--- src/rtl/otp_macro_arbiter.sv ---
// OTP macro command sequencer: issues Init after reset, then round-robin shares the
// single-outstanding macro command channel between NumReq requesters with a response watchdog.
package caliptra_prim_otp_pkg;
  typedef enum logic [2:0] {
    Read     = 3'b000,
    Write    = 3'b001,
    ReadRaw  = 3'b010,
    WriteRaw = 3'b011,
    Init     = 3'b111
  } cmd_e;

  typedef enum logic [2:0] {
    NoError              = 3'h0,
    MacroError           = 3'h1,
    MacroEccCorrError    = 3'h2,
    MacroEccUncorrError  = 3'h3,
    MacroWriteBlankError = 3'h4
  } err_e;
endpackage

module otp_macro_arbiter
  import caliptra_prim_otp_pkg::*;
#(
  parameter int unsigned NumReq        = 4,
  parameter int unsigned Width         = 16,
  parameter int unsigned SizeWidth     = 2,
  parameter int unsigned AddrWidth     = 10,
  parameter int unsigned TimeoutCycles = 1024,
  localparam int unsigned IfWidth      = (2**SizeWidth) * Width
) (
  input  logic                                clk_i,
  input  logic                                rst_ni,
  input  logic [NumReq-1:0]                   req_valid_i,
  output logic [NumReq-1:0]                   req_ready_o,
  input  cmd_e [NumReq-1:0]                   req_cmd_i,
  input  logic [NumReq-1:0][SizeWidth-1:0]    req_size_i,
  input  logic [NumReq-1:0][AddrWidth-1:0]    req_addr_i,
  input  logic [NumReq-1:0][IfWidth-1:0]      req_wdata_i,
  output logic [NumReq-1:0]                   rsp_valid_o,
  output logic [IfWidth-1:0]                  rsp_rdata_o,
  output err_e                                rsp_err_o,
  output logic                                otp_valid_o,
  input  logic                                otp_ready_i,
  output cmd_e                                otp_cmd_o,
  output logic [SizeWidth-1:0]                otp_size_o,
  output logic [AddrWidth-1:0]                otp_addr_o,
  output logic [IfWidth-1:0]                  otp_wdata_o,
  input  logic                                otp_valid_i,
  input  logic [IfWidth-1:0]                  otp_rdata_i,
  input  err_e                                otp_err_i,
  output logic                                init_done_o,
  output logic                                fatal_err_o
);

  localparam int unsigned IdxW = (NumReq > 1) ? $clog2(NumReq) : 1;
  localparam int unsigned CntW = (TimeoutCycles > 0) ? $clog2(TimeoutCycles + 1) : 1;

  // Codewords of a shortened Hamming code: pairwise Hamming distance >= 3.
  typedef enum logic [5:0] {
    ResetSt    = 6'b100110,
    InitCmdSt  = 6'b010101,
    InitWaitSt = 6'b001011,
    IdleSt     = 6'b110011,
    CmdSt      = 6'b101101,
    WaitSt     = 6'b011110,
    ErrorSt    = 6'b111000
  } state_e;

  state_e                 state_q;
  logic [IdxW-1:0]        rr_q, owner_q;
  logic [CntW-1:0]        wdog_q;
  logic                   otp_valid_q;
  cmd_e                   cmd_q;
  logic [SizeWidth-1:0]   size_q;
  logic [AddrWidth-1:0]   addr_q;
  logic [IfWidth-1:0]     wdata_q;
  logic [NumReq-1:0]      rsp_valid_q;
  logic [IfWidth-1:0]     rsp_rdata_q;
  err_e                   rsp_err_q;
  logic                   init_done_q, fatal_q;

  logic                   gnt_found;
  logic [IdxW-1:0]        gnt_idx, cand;
  cmd_e                   gnt_cmd;
  logic                   gnt_legal;
  logic                   wdog_hit;

  // Wrap-around search for the first valid requester at or after rr_q.
  always_comb begin
    gnt_found = 1'b0;
    gnt_idx   = '0;
    cand      = '0;
    for (int unsigned i = 0; i < NumReq; i++) begin
      cand = IdxW'((32'(rr_q) + i) % NumReq);
      if (!gnt_found && req_valid_i[cand]) begin
        gnt_found = 1'b1;
        gnt_idx   = cand;
      end
    end
  end

  assign gnt_cmd     = req_cmd_i[gnt_idx];
  assign gnt_legal   = gnt_cmd inside {Read, Write, ReadRaw, WriteRaw};
  assign req_ready_o = (state_q == IdleSt && gnt_found) ? (NumReq'(1) << gnt_idx) : '0;
  assign wdog_hit    = (TimeoutCycles != 0) && (32'(wdog_q) + 32'd1 >= TimeoutCycles);

  always_ff @(posedge clk_i or negedge rst_ni) begin
    if (!rst_ni) begin
      state_q     <= ResetSt;
      rr_q        <= '0;
      owner_q     <= '0;
      wdog_q      <= '0;
      otp_valid_q <= 1'b0;
      cmd_q       <= Read;
      size_q      <= '0;
      addr_q      <= '0;
      wdata_q     <= '0;
      rsp_valid_q <= '0;
      rsp_rdata_q <= '0;
      rsp_err_q   <= NoError;
      init_done_q <= 1'b0;
      fatal_q     <= 1'b0;
    end else begin
      rsp_valid_q <= '0;
      case (state_q)
        ResetSt: begin
          state_q     <= InitCmdSt;
          otp_valid_q <= 1'b1;
          cmd_q       <= Init;
          size_q      <= '0;
          addr_q      <= '0;
          wdata_q     <= '0;
        end
        InitCmdSt: begin
          if (otp_ready_i) begin
            otp_valid_q <= 1'b0;
            wdog_q      <= '0;
            state_q     <= InitWaitSt;
          end
        end
        InitWaitSt: begin
          if (32'(wdog_q) < TimeoutCycles) wdog_q <= wdog_q + 1'b1;
          if (otp_valid_i) begin
            if (otp_err_i == NoError) begin
              init_done_q <= 1'b1;
              state_q     <= IdleSt;
            end else begin
              fatal_q <= 1'b1;
              state_q <= ErrorSt;
            end
          end else if (wdog_hit) begin
            fatal_q <= 1'b1;
            state_q <= ErrorSt;
          end
        end
        IdleSt: begin
          if (gnt_found) begin
            owner_q <= gnt_idx;
            rr_q    <= (32'(gnt_idx) == NumReq - 1) ? '0 : gnt_idx + 1'b1;
            if (gnt_legal) begin
              cmd_q       <= gnt_cmd;
              size_q      <= req_size_i[gnt_idx];
              addr_q      <= req_addr_i[gnt_idx];
              wdata_q     <= req_wdata_i[gnt_idx];
              otp_valid_q <= 1'b1;
              state_q     <= CmdSt;
            end else begin
              // Rejected locally; the macro never sees it and the FSM stays idle.
              rsp_valid_q[gnt_idx] <= 1'b1;
              rsp_rdata_q          <= '0;
              rsp_err_q            <= MacroError;
            end
          end
        end
        CmdSt: begin
          if (otp_ready_i) begin
            otp_valid_q <= 1'b0;
            wdog_q      <= '0;
            state_q     <= WaitSt;
          end
        end
        WaitSt: begin
          if (32'(wdog_q) < TimeoutCycles) wdog_q <= wdog_q + 1'b1;
          if (otp_valid_i) begin
            rsp_valid_q[owner_q] <= 1'b1;
            rsp_rdata_q          <= otp_rdata_i;
            rsp_err_q            <= otp_err_i;
            state_q              <= IdleSt;
          end else if (wdog_hit) begin
            rsp_valid_q[owner_q] <= 1'b1;
            rsp_rdata_q          <= '0;
            rsp_err_q            <= MacroError;
            init_done_q          <= 1'b0;
            fatal_q              <= 1'b1;
            state_q              <= ErrorSt;
          end
        end
        ErrorSt: begin
          otp_valid_q <= 1'b0;
          init_done_q <= 1'b0;
          fatal_q     <= 1'b1;
        end
        default: begin
          otp_valid_q <= 1'b0;
          init_done_q <= 1'b0;
          fatal_q     <= 1'b1;
          state_q     <= ErrorSt;
        end
      endcase
    end
  end

  assign otp_valid_o = otp_valid_q;
  assign otp_cmd_o   = cmd_q;
  assign otp_size_o  = size_q;
  assign otp_addr_o  = addr_q;
  assign otp_wdata_o = wdata_q;
  assign rsp_valid_o = rsp_valid_q;
  assign rsp_rdata_o = rsp_rdata_q;
  assign rsp_err_o   = rsp_err_q;
  assign init_done_o = init_done_q;
  assign fatal_err_o = fatal_q;

endmodule

--- config.mk ---
export PLATFORM = sky130hd
export DESIGN_NAME = otp_macro_arbiter
export DESIGN_NICKNAME = d
export VERILOG_FILES = /design/src/rtl/otp_macro_arbiter.sv
export SDC_FILE = /design/constraint.sdc
export NUM_CORES = 1
export LEC_CHECK = 0
export ABC_CLOCK_PERIOD_IN_PS = 5100
export CORE_AREA = 4 4 208 210
export DETAILED_ROUTE_END_ITERATION = 8
export DIE_AREA = 0 0 212 214
export GPL_TIMING_DRIVEN = 0
export PLACE_DENSITY = 0.55
export SETUP_SLACK_MARGIN = 0.3
export SYNTH_ARGS = -nofsm -noshare
export SYNTH_HDL_FRONTEND = slang
export SYNTH_SLANG_ARGS = --single-unit
--- constraint.sdc ---
create_clock -name clk_i -period 5.1 [get_ports clk_i]
set_clock_uncertainty 0.15 [all_clocks]
set_input_delay 0.51 -clock clk_i [delete_from_list [all_inputs] [get_ports clk_i]]
set_output_delay 0.51 -clock clk_i [all_outputs]
set_load 0.01 [all_outputs]
### Word-level counts from Yosys, hierarchy flattened

Cells that the tools add are included.

| word-level totals | value |
|---|---|
| flip-flop bits (word level) | 174 |
| bits in latches | 0 |
| RAM bits | 0 |
| memory bits (read-only) | 0 |
| input bits | 391 |
| output and inout port bits | 157 |
| logic and storage cells | 167 |
| memories | 0 |

| operators by class | value |
|---|---|
| $add $sub $neg | 6 |
| multipliers | 0 |
| divide/modulo/power cells | 0 |
| order comparisons | 10 |
| equality and inequality tests | 24 |
| shift operators | 1 |
| multiplexer cells | 83 |
| bitwise operators | 3 |
| reduce and logical (&&, ||, !) cells | 26 |

Operators with widths:

| operator | number |
|---|---|
| 64-bit two-way mux | 7 |
| 64-bit case mux with 2 select lines | 2 |
| 64-bit binary-select mux with 2-bit select | 1 |
| 6-bit two-way mux | 7 |
| 6-bit case mux with 7 select lines | 1 |
| 10-bit two-way mux | 3 |
| 6-bit equality test (second input constant) | 4 |
| 4-bit two-way mux | 6 |
| 11-bit two-way mux | 2 |
| 11-bit case mux with 2 select lines | 1 |
| 1-bit two-way mux | 21 |
| 3-bit two-way mux | 7 |
| 10-bit binary-select mux with 2-bit select | 1 |
| 10-bit case mux with 2 select lines | 1 |
| 2-bit by 3-bit < comparator with 1-bit output (second input constant) | 6 |
| 2-bit inequality test (second input constant) | 9 |
| 2-bit two-way mux | 8 |
| 11-bit by 1-bit adder with 12-bit output (second input constant) | 1 |
| 6-bit by 5-bit equality test with 1-bit output (second input constant) | 2 |
| 12-bit by 11-bit >= comparator with 1-bit output (second input constant) | 1 |
| 3-bit case mux with 2 select lines | 2 |
| 11-bit by 1-bit adder with 11-bit output (second input constant) | 1 |
| 11-bit < comparator (second input constant) | 1 |
| 5-bit AND reduction | 2 |
| other kinds (29) | 56 |

### Longest topological paths before layout

Gate-level depths: netlist of the first run.

| depth | value |
|---|---|
| word-level depth | 19 |
| depth in mapped cells | 11 |
| depth with buffers taken out | 8 |

### Worst setup path before layout of the first run

Ideal clock, no wire load.

| timing | value |
|---|---|
| path kind | in2out |
| from | input req_valid_i[0] |
| to | output req_ready_o[1] |
| arrival time | 2.070 ns |
| data required time | 4.440 ns |
| setup slack | 2.370 ns |
| stages on the path | 8 |
| path buffers | 2 |
| cell sequence | and2_1 o211a_1 nor2_1 buf_2 buf_2 inv_1 ha_1 and3_1 |

| between the ends | value |
|---|---|
| cells in the longest elaborated chain, start to end | 14 |
| elaborated cells on any way between the ends | 25 |
| classes of those cells | 1 x shift; 17 x mux; 7 x reduce/logical |

Ends and longest elaborated chain:

| what | line | RTL |
|---|---|---|
| start, declared | 33 | `input logic [NumReq-1:0] req_valid_i,` |
| 1-bit binary-select mux with 2-bit select | 95 | `if (!gnt_found && req_valid_i[cand]) begin` |
| 1-bit two-way mux (not written as such) | 95 |  |
| 1-bit two-way mux | 95 |  |
| 1-bit logical NOT | 95 |  |
| 1-bit logical AND | 95 |  |
| 1-bit two-way mux | 95 |  |
| 1-bit logical NOT | 95 |  |
| 1-bit logical AND | 95 |  |
| 1-bit two-way mux | 95 |  |
| 1-bit logical NOT | 95 |  |
| 1-bit logical AND | 95 |  |
| 2-bit two-way mux * | 95 |  |
| named net gnt_idx[1] | 83 | `logic [IdxW-1:0] gnt_idx, cand;` |
| 1-bit by 2-bit left shift with 4-bit output * | 104 | `assign req_ready_o = (state_q == IdleSt && gnt_found) ? (NumReq'(1) << gnt_idx) : '0;` |
| 4-bit two-way mux * | 104 |  |
| end, declared | 34 | `output logic [NumReq-1:0] req_ready_o,` |

The timed path passes the listed nets; every way through them passes the cells marked *. The select of a mux whose other input is x is not followed.

### Worst setup path after layout of the first run

| timing | value |
|---|---|
| from | input req_valid_i[1] |
| to | output req_ready_o[0] |

Same word-level chain as after synthesis.

==> results of run 1 <==
worst max-delay path: cells and delay by family:
kind	cells	cell delay [ns]
AO/OA/AOI/OAI	1	0.23
adder cells (fa/ha/maj)	1	0.19
buffers and inverters	5	2.03
AND/OR/NAND/NOR	3	0.81
kinds of logic (layout without fill, tap and decap cells):
group	Yosys count	in the layout	synth area share
and+or+nand+nor	349	349	0.162
AOI/OAI and AO/OA	204	204	0.158
DFF	174	174	0.456
muxes	164	164	0.173
buffers and inverters	90	670	0.0418
adders and majority gates	5	5	0.00655
xor gates and xnor gates	2	2	0.00183
other	0	3	0
repair_timing:
item	CTS	global route
hold endpoints to repair	60	0
hold buffers	1	0
endpoints found under the setup margin	0	0
resized for setup	0	0
sequential cells by signal, summed over array words and instances, names as in the netlist:
name and cells:
wdog_q 11, init_done_o 1, owner_q 2, otp_wdata_o 64, rsp_err_o 3, otp_addr_o 10
otp_size_o 2, state_q 6, otp_cmd_o 3, otp_valid_o 1, fatal_err_o 1, rr_q 2
rsp_rdata_o 64, rsp_valid_o 4
layer usage:
layer / GRT usage / part of all wire
met2: 0.328 / 0.50
met4: 0.0443 / 0.015
met3: 0.0652 / 0.081
met1: 0.230 / 0.41
met5: 0 / 0.00096
metrics by stage:
| step | worst slack, ns | cells |
|---|---|---|
| after floorplan | 2.37 | 988 |
| after global placement | -4.49 | 2074 |
| after detailed placement | 0.497 | 2075 |
| after CTS | 0.489 | 2107 |
| after global routing | 0.376 | 2109 |
| final | 0.650 | 2110 |
worst max path at each step:
| stage | startpoint | endpoint | slack (ns) |
|---|---|---|---|
| finish | req_valid_i[1] | req_ready_o[0] | 0.65 |
| global route | req_valid_i[1] | req_ready_o[0] | 0.38 |
| CTS | req_valid_i[0] | req_ready_o[0] | 0.49 |
| detailed placement | req_valid_i[0] | req_ready_o[0] | 0.50 |
| global placement | rst_ni | otp_wdata_o[54]$_DFFE_PN0P_ | -4.49 |
| floorplan | req_valid_i[0] | req_ready_o[1] | 2.37 |
power groups by stage:
| stage | registers (mW) | clock network [mW] | logic (mW) |
|---|---|---|---|
| global route | 1.44 | 1.37 | 1.00 |
| CTS | 1.44 | 1.31 | 0.942 |
| global placement | 1.46 | 0 | 0.932 |
| finish | 1.44 | 1.27 | 0.924 |
| detailed placement | 1.46 | 0 | 0.937 |
| floorplan | 1.48 | 0 | 0.365 |
cells in the mapped netlist (4+ instances only):
cell and count:
sky130_fd_sc_hd__and2_1 5, sky130_fd_sc_hd__o21ai_1 8, sky130_fd_sc_hd__mux2i_1 158, sky130_fd_sc_hd__nand2b_1 9, sky130_fd_sc_hd__nor2b_1 9, sky130_fd_sc_hd__nor2_1 14, sky130_fd_sc_hd__dfrtp_1 171, sky130_fd_sc_hd__and3b_1 4
sky130_fd_sc_hd__nor3_1 11, sky130_fd_sc_hd__mux2_2 6, sky130_fd_sc_hd__a22o_1 68, sky130_fd_sc_hd__a32o_1 33, sky130_fd_sc_hd__a21oi_1 17, sky130_fd_sc_hd__ha_1 5, sky130_fd_sc_hd__inv_1 10, sky130_fd_sc_hd__o21ai_0 57
sky130_fd_sc_hd__clkbuf_1 44, sky130_fd_sc_hd__nand2_1 216, sky130_fd_sc_hd__and3_1 11, sky130_fd_sc_hd__nand3_1 57, sky130_fd_sc_hd__buf_2 27
cell type report:
cell class / instances / area share
plain buffers: 79 / 0.0220
diodes: 3 / 0.000461
clock inverters: 12 / 0.00637
clock buffers: 19 / 0.0272
well taps: 539 / 0.0414
flip-flops and latches: 174 / 0.267
inverters: 11 / 0.00253
multi-input cells: 724 / 0.294
repair buffers: 549 / 0.339
==> implementation parameters, run 1 <==
Parameter                              Value

Placement
  Buffers on Ports    547
  Instance area at placement    15700 um2
  GP Congestion    0.840
  Total half-perimeter wirelength after legalization and detailed placement    35.8 mm

Yosys
  Count of distinct cell types in the synthesized netlist    54
  Most instantiated flip-flop cell in the synthesis netlist    sky130_fd_sc_hd__dfrtp_1
  Main area contributors after synthesis    sky130_fd_sc_hd__dfrtp_1, sky130_fd_sc_hd__mux2i_1, sky130_fd_sc_hd__nand2_1
  Number of enable-type register cells in the synthesized netlist    0
  Part of the Yosys area used for sequential elements    0.456
  Net count after synthesis    1384
  Largest area contributor in the netlist    sky130_fd_sc_hd__dfrtp_1
  Gate count of the mapped netlist    988
  Number of synthesis warnings    0
  Synth Register Bits    174
  Ys async rst share    1.00
  Fraction of post-synthesis cell area in the top cell type by area    0.448
  Mean post-synth cell area    9.66 um2
  Cell area after synthesis    9550 um2

Finish
  Filler instances    4210
  Register Area    4360 um2
  Area added between synthesis and finish    70.7%
  Area used by multi-input combinational logic    4800 um2
  Final core occ    0.392
  Nets    1952
  Commonest non-fill, non-tap cells in the layout    sky130_fd_sc_hd__clkdlybuf4s50_1, sky130_fd_sc_hd__nand2_1, sky130_fd_sc_hd__dfrtp_1
  Commonest non-fill, non-tap cell in the layout    sky130_fd_sc_hd__clkdlybuf4s50_1
  Final non-filler cell area    16300 um2
  Share of post-route cells with drive strength above 1    0.0497

Floorplan
  Total Die Area    45400 um2
  Site Rows    75
  Num ports    548
  Starting density of the core    0.230
  Chip width    212 um
  Die Y-Extent    214 um
  Area of the placeable core    41600 um2

Clocking
  Reg clk slew, reported paths    0.07 ns
  Clock H-tree levels    4
  Number of buffers created by CTS    17
  Clock tree from TritonCTS    built
  Buffer depth of the longest clock path    2
  Post-CTS Repair Setup Buffers    0
  Later-pin clock latency in the skew report    0.44 ns
  Cell chosen for the clock root    sky130_fd_sc_hd__clkbuf_16
  Number of sinks handled by clock tree synthesis    174

Drt
  Routed wirelength normalized by instance count    21.1 um
  Drt drc    0
  Via density per instance    4.68
  First-iteration detailed-routing DRC count    646
  Count of vias placed by the detailed router    9883
  WL final    44.6 mm
  Initial DRT Pass Iterations    5
  Final ANT Viol Nets    0

GRT
  Largest net degree at the start of global routing    115
  Global-route wire length before repair    65.7 mm
  Grt total ovfl    0
  Number of global-route vias before repair    10400
  Initial antenna violation count    7
  Total Routing Usage GR    0.191

Power
  Clock power frac    0.349
  Part of the power in combinational logic    0.254
  Leakage power    6.90 nW
  Total chip power    3.63 mW
  Areal power density over the cells    223 nW/um2
  Internal    2.57 mW
  Net switching power    1.05 mW
  IR drop worst, VDD    156 uV
  Share of total power consumed by net switching    0.291
  Sequential group share of total power    0.396

STA
  Fmax    0.225 GHz
  Setup TNS after final layout    0 ns
  Worst slack on hold paths    0.330 ns
  Time the final worst path needs with I/O delays and setup    4.45 ns
  Period utilisation layout    0.872
  Fin. Hold Viols    0
  Slew margin rel.    0.482
  Setup repair after global routing missed its margin    no
  Slew Limit Fails    0
  Actual slew at the worst max-slew pin    0.772 ns
  Number of failing setup endpoints in the final timing report    0

Worst setup path
  Nature of the critical path endpoint    output pin
  Beginning of the worst register-to-register path    rr_q[1]$_DFFE_PN0P_
  Worst Reg2Reg Path Length in Cells    8
  CP Data Arrival Time    3.79 ns
  End of the worst register-to-register path    otp_addr_o[6]$_DFFE_PN0P_
  Critical path start-end classification    in2out
  Crit path largest cell delay    0.52 ns
  Critical path startpoint category    primary input
  Slowest cell on the critical path    sky130_fd_sc_hd__clkdlybuf4s50_1
  Reg-to-reg slack, setup    1.77 ns
  CP cell instances    clkdlybuf4s50_1, nand2b_1, o211a_1, nor2_1, buf_2, buf_2, inv_1, ha_1, and3_1, clkdlybuf4s50_1
  Highest fanout seen on the critical path    11
  Critical Path RT    4.44 ns

Worst hold path
  Hold Crit Class    reg2reg
  Hold Crit Depth    2
  Hold path startpoint    otp_wdata_o[17]$_DFFE_PN0P_
  Worst Hold End    otp_wdata_o[17]$_DFFE_PN0P_

Run status
  Outcome    complete, no violations

Flow run
  Max Cap Viol    0
Note: power is estimated with default switching activity, not from simulation.
==> inputs of run 2 (changes only) <==
- CORE_AREA: 4 4 208 210 -> 4 4 212 214
- CTS_BUF_LIST: unset -> sky130_fd_sc_hd__clkbuf_2 sky130_fd_sc_hd__clkbuf_4 sky130_fd_sc_hd__clkbuf_8
- DIE_AREA: 0 0 212 214 -> 0 0 216 218
- PLACE_DENSITY: 0.55 -> 0.54
==> run 2 against run 1 <==
Net effect: register-to-register slack better by 0.08 ns; first-iteration DRC count is 18% lower; design area is 0.41% lower; largest power group unchanged; highest routed layer unchanged; non-clock buffer count did not move; critical path type unchanged; combinational power hardly changed; sequential share of layout area grew 0.11 points.
==> implementation parameters, run 2 (synthesis results as in run 1) <==
Parameter                              Value

Run status
  Outcome    complete, no violations

GRT
  Largest net degree at the start of global routing    91
  Initial antenna violation count    4
  Grt peak-use layer    met2
  Global-route wire length before repair    67.2 mm
  GRT met2 Usage    0.329
  Grt total ovfl    0
  Number of global-route vias before repair    10400
  Grt met3 use    0.0652
  Met1 capacity usage during global routing    0.227
  Total Routing Usage GR    0.188

Power
  Net switching power    1.03 mW
  Leakage power    6.85 nW
  Part of the power in combinational logic    0.269
  Internal    2.41 mW
  IR drop worst, VDD    145 uV
  Total chip power    3.44 mW
  Areal power density over the cells    212 nW/um2
  Sequential group share of total power    0.418
  Share of total power consumed by net switching    0.300
  Clock power frac    0.313

Placement
  Buffers on Ports    547
  Placed Cells incl. Taps    2121
  GP Congestion    0.848
  Post-place setup slack    0.309 ns
  Total half-perimeter wirelength after legalization and detailed placement    36.5 mm

Drt
  WL final    45.8 mm
  First-iteration detailed-routing DRC count    532
  Routed wirelength normalized by instance count    21.2 um
  Drt drc    0
  Via density per instance    4.56
  Initial DRT Pass Iterations    5
  Count of vias placed by the detailed router    9831
  Final ANT Viol Nets    0

Clocking
  Post-CTS Repair Setup Buffers    0
  Later-pin clock latency in the skew report    0.49 ns
  Cell chosen for the clock root    sky130_fd_sc_hd__clkbuf_8
  Reg clk slew, reported paths    0.10 ns
  Number of sinks handled by clock tree synthesis    174
  Number of buffers created by CTS    17
  Buffer depth of the longest clock path    2
  Clock tree from TritonCTS    built
  Clock H-tree levels    4

Floorplan
  Chip width    216 um
  Site Rows    76
  Total Die Area    47100 um2
  Die Y-Extent    218 um
  Num ports    548
  Area of the placeable core    42900 um2
  Starting density of the core    0.223

Finish
  Share of post-route cells with drive strength above 1    0.0516
  Area used by multi-input combinational logic    4800 um2
  Commonest non-fill, non-tap cell in the layout    sky130_fd_sc_hd__clkdlybuf4s50_1
  Register Area    4360 um2
  Area added between synthesis and finish    70.0%
  Final cell count without fillers    2157
  Nets    1952
  Commonest non-fill, non-tap cells in the layout    sky130_fd_sc_hd__clkdlybuf4s50_1, sky130_fd_sc_hd__nand2_1, sky130_fd_sc_hd__dfrtp_1
  Filler instances    4409

STA
  Setup repair after global routing missed its margin    no
  Actual slew at the worst max-slew pin    0.818 ns
  Setup slack after layout    0.602 ns
  Slew Limit Fails    0
  Time the final worst path needs with I/O delays and setup    4.50 ns
  Slew margin rel.    0.452
  Number of failing setup endpoints in the final timing report    0
  Period utilisation layout    0.882
  Worst slack on hold paths    0.339 ns
  Fin. Hold Viols    0
  Fmax    0.222 GHz

Worst setup path
  CP Data Arrival Time    3.84 ns
  Critical path start-end classification    in2out
  Critical Path RT    4.44 ns
  Crit path largest cell delay    0.61 ns
  Critical path startpoint category    primary input
  Reg-to-reg slack, setup    1.85 ns
  CP cell instances    clkdlybuf4s50_1, nand2b_1, o211a_1, nor2_2, buf_2, buf_2, ha_1, and3_1, clkdlybuf4s50_1
  Highest fanout seen on the critical path    11
  Nature of the critical path endpoint    output pin
  Slowest cell on the critical path    sky130_fd_sc_hd__clkdlybuf4s50_1

Flow run
  Max Cap Viol    0

Worst hold path
  Hold Crit Class    reg2reg
-- run 2: stage by stage --
stage | util | setup TNS [ns] | cell area [um2]
final | 0.378 | 0 | 16200
after global routing | 0.378 | 0 | 16200
after CTS | 0.378 | 0 | 16200
after detailed placement | 0.368 | 0 | 15800
after global placement | 0.367 | -778.18 | 15800
after floorplan | - | 0 | 9550
-- run 2: worst max-delay path, delay by kind of cell --
| kind | cells | cell delay [ns] |
|---|---|---|
| buffers and inverters | 4 | 2.01 |
| AND/OR/NAND/NOR | 3 | 0.84 |
| adder cells (fa/ha/maj) | 1 | 0.22 |
| AO/OA/AOI/OAI | 1 | 0.25 |
-- run 2: path summary, 6_finish.rpt --
path | start | end | cells past startpoint
max in group asynchronous | rst_ni | otp_addr_o[8]$_DFFE_PN0P_ | 3
min | otp_wdata_o[29]$_DFFE_PN0P_ | otp_wdata_o[29]$_DFFE_PN0P_ | 2
min reg2reg | otp_wdata_o[29]$_DFFE_PN0P_ | otp_wdata_o[29]$_DFFE_PN0P_ | 2
min in group asynchronous | rst_ni | rsp_rdata_o[54]$_DFFE_PN0P_ | 2
max | req_valid_i[1] | req_ready_o[3] | 9
max reg2reg | state_q[5]$_DFFE_PN1P_ | otp_wdata_o[41]$_DFFE_PN0P_ | 11
-- run 2: per-layer routing --
| layer | share of wire | up-vias |
|---|---|---|
| met5 | 0.00052 | - |
| met4 | 0.0078 | 4 |
| met3 | 0.078 | 23 |
| met2 | 0.50 | 364 |
| met1 | 0.41 | 4751 |
| li1 | - | 4689 |
-- run 2: final cells by class --
type / instances / area share
Sequential cell: 174 / 0.268
Multi-Input combinational cell: 724 / 0.296
Buffer: 79 / 0.0220
Clock buffer: 20 / 0.0166
Timing Repair Buffer: 549 / 0.340
Inverter: 11 / 0.00254
Tap cell: 585 / 0.0451
Clock inverter: 12 / 0.00925
Antenna cell: 3 / 0.000462
-- run 2: power groups by stage --
stage	clock network [mW]	logic [mW]	registers, mW
5_1_grt	1.19	1.01	1.44
6_report	1.08	0.926	1.44
3_5_place_dp	0	0.939	1.46
3_3_place_gp	0	0.935	1.46
2_1_floorplan	0	0.365	1.48
4_1_cts	1.13	0.943	1.44
-- run 2: what timing repair did --
item	CTS	global route
endpoints found under the hold margin	89	0
resized for setup	0	1
hold buffers	1	0
endpoints found under the setup margin	0	4
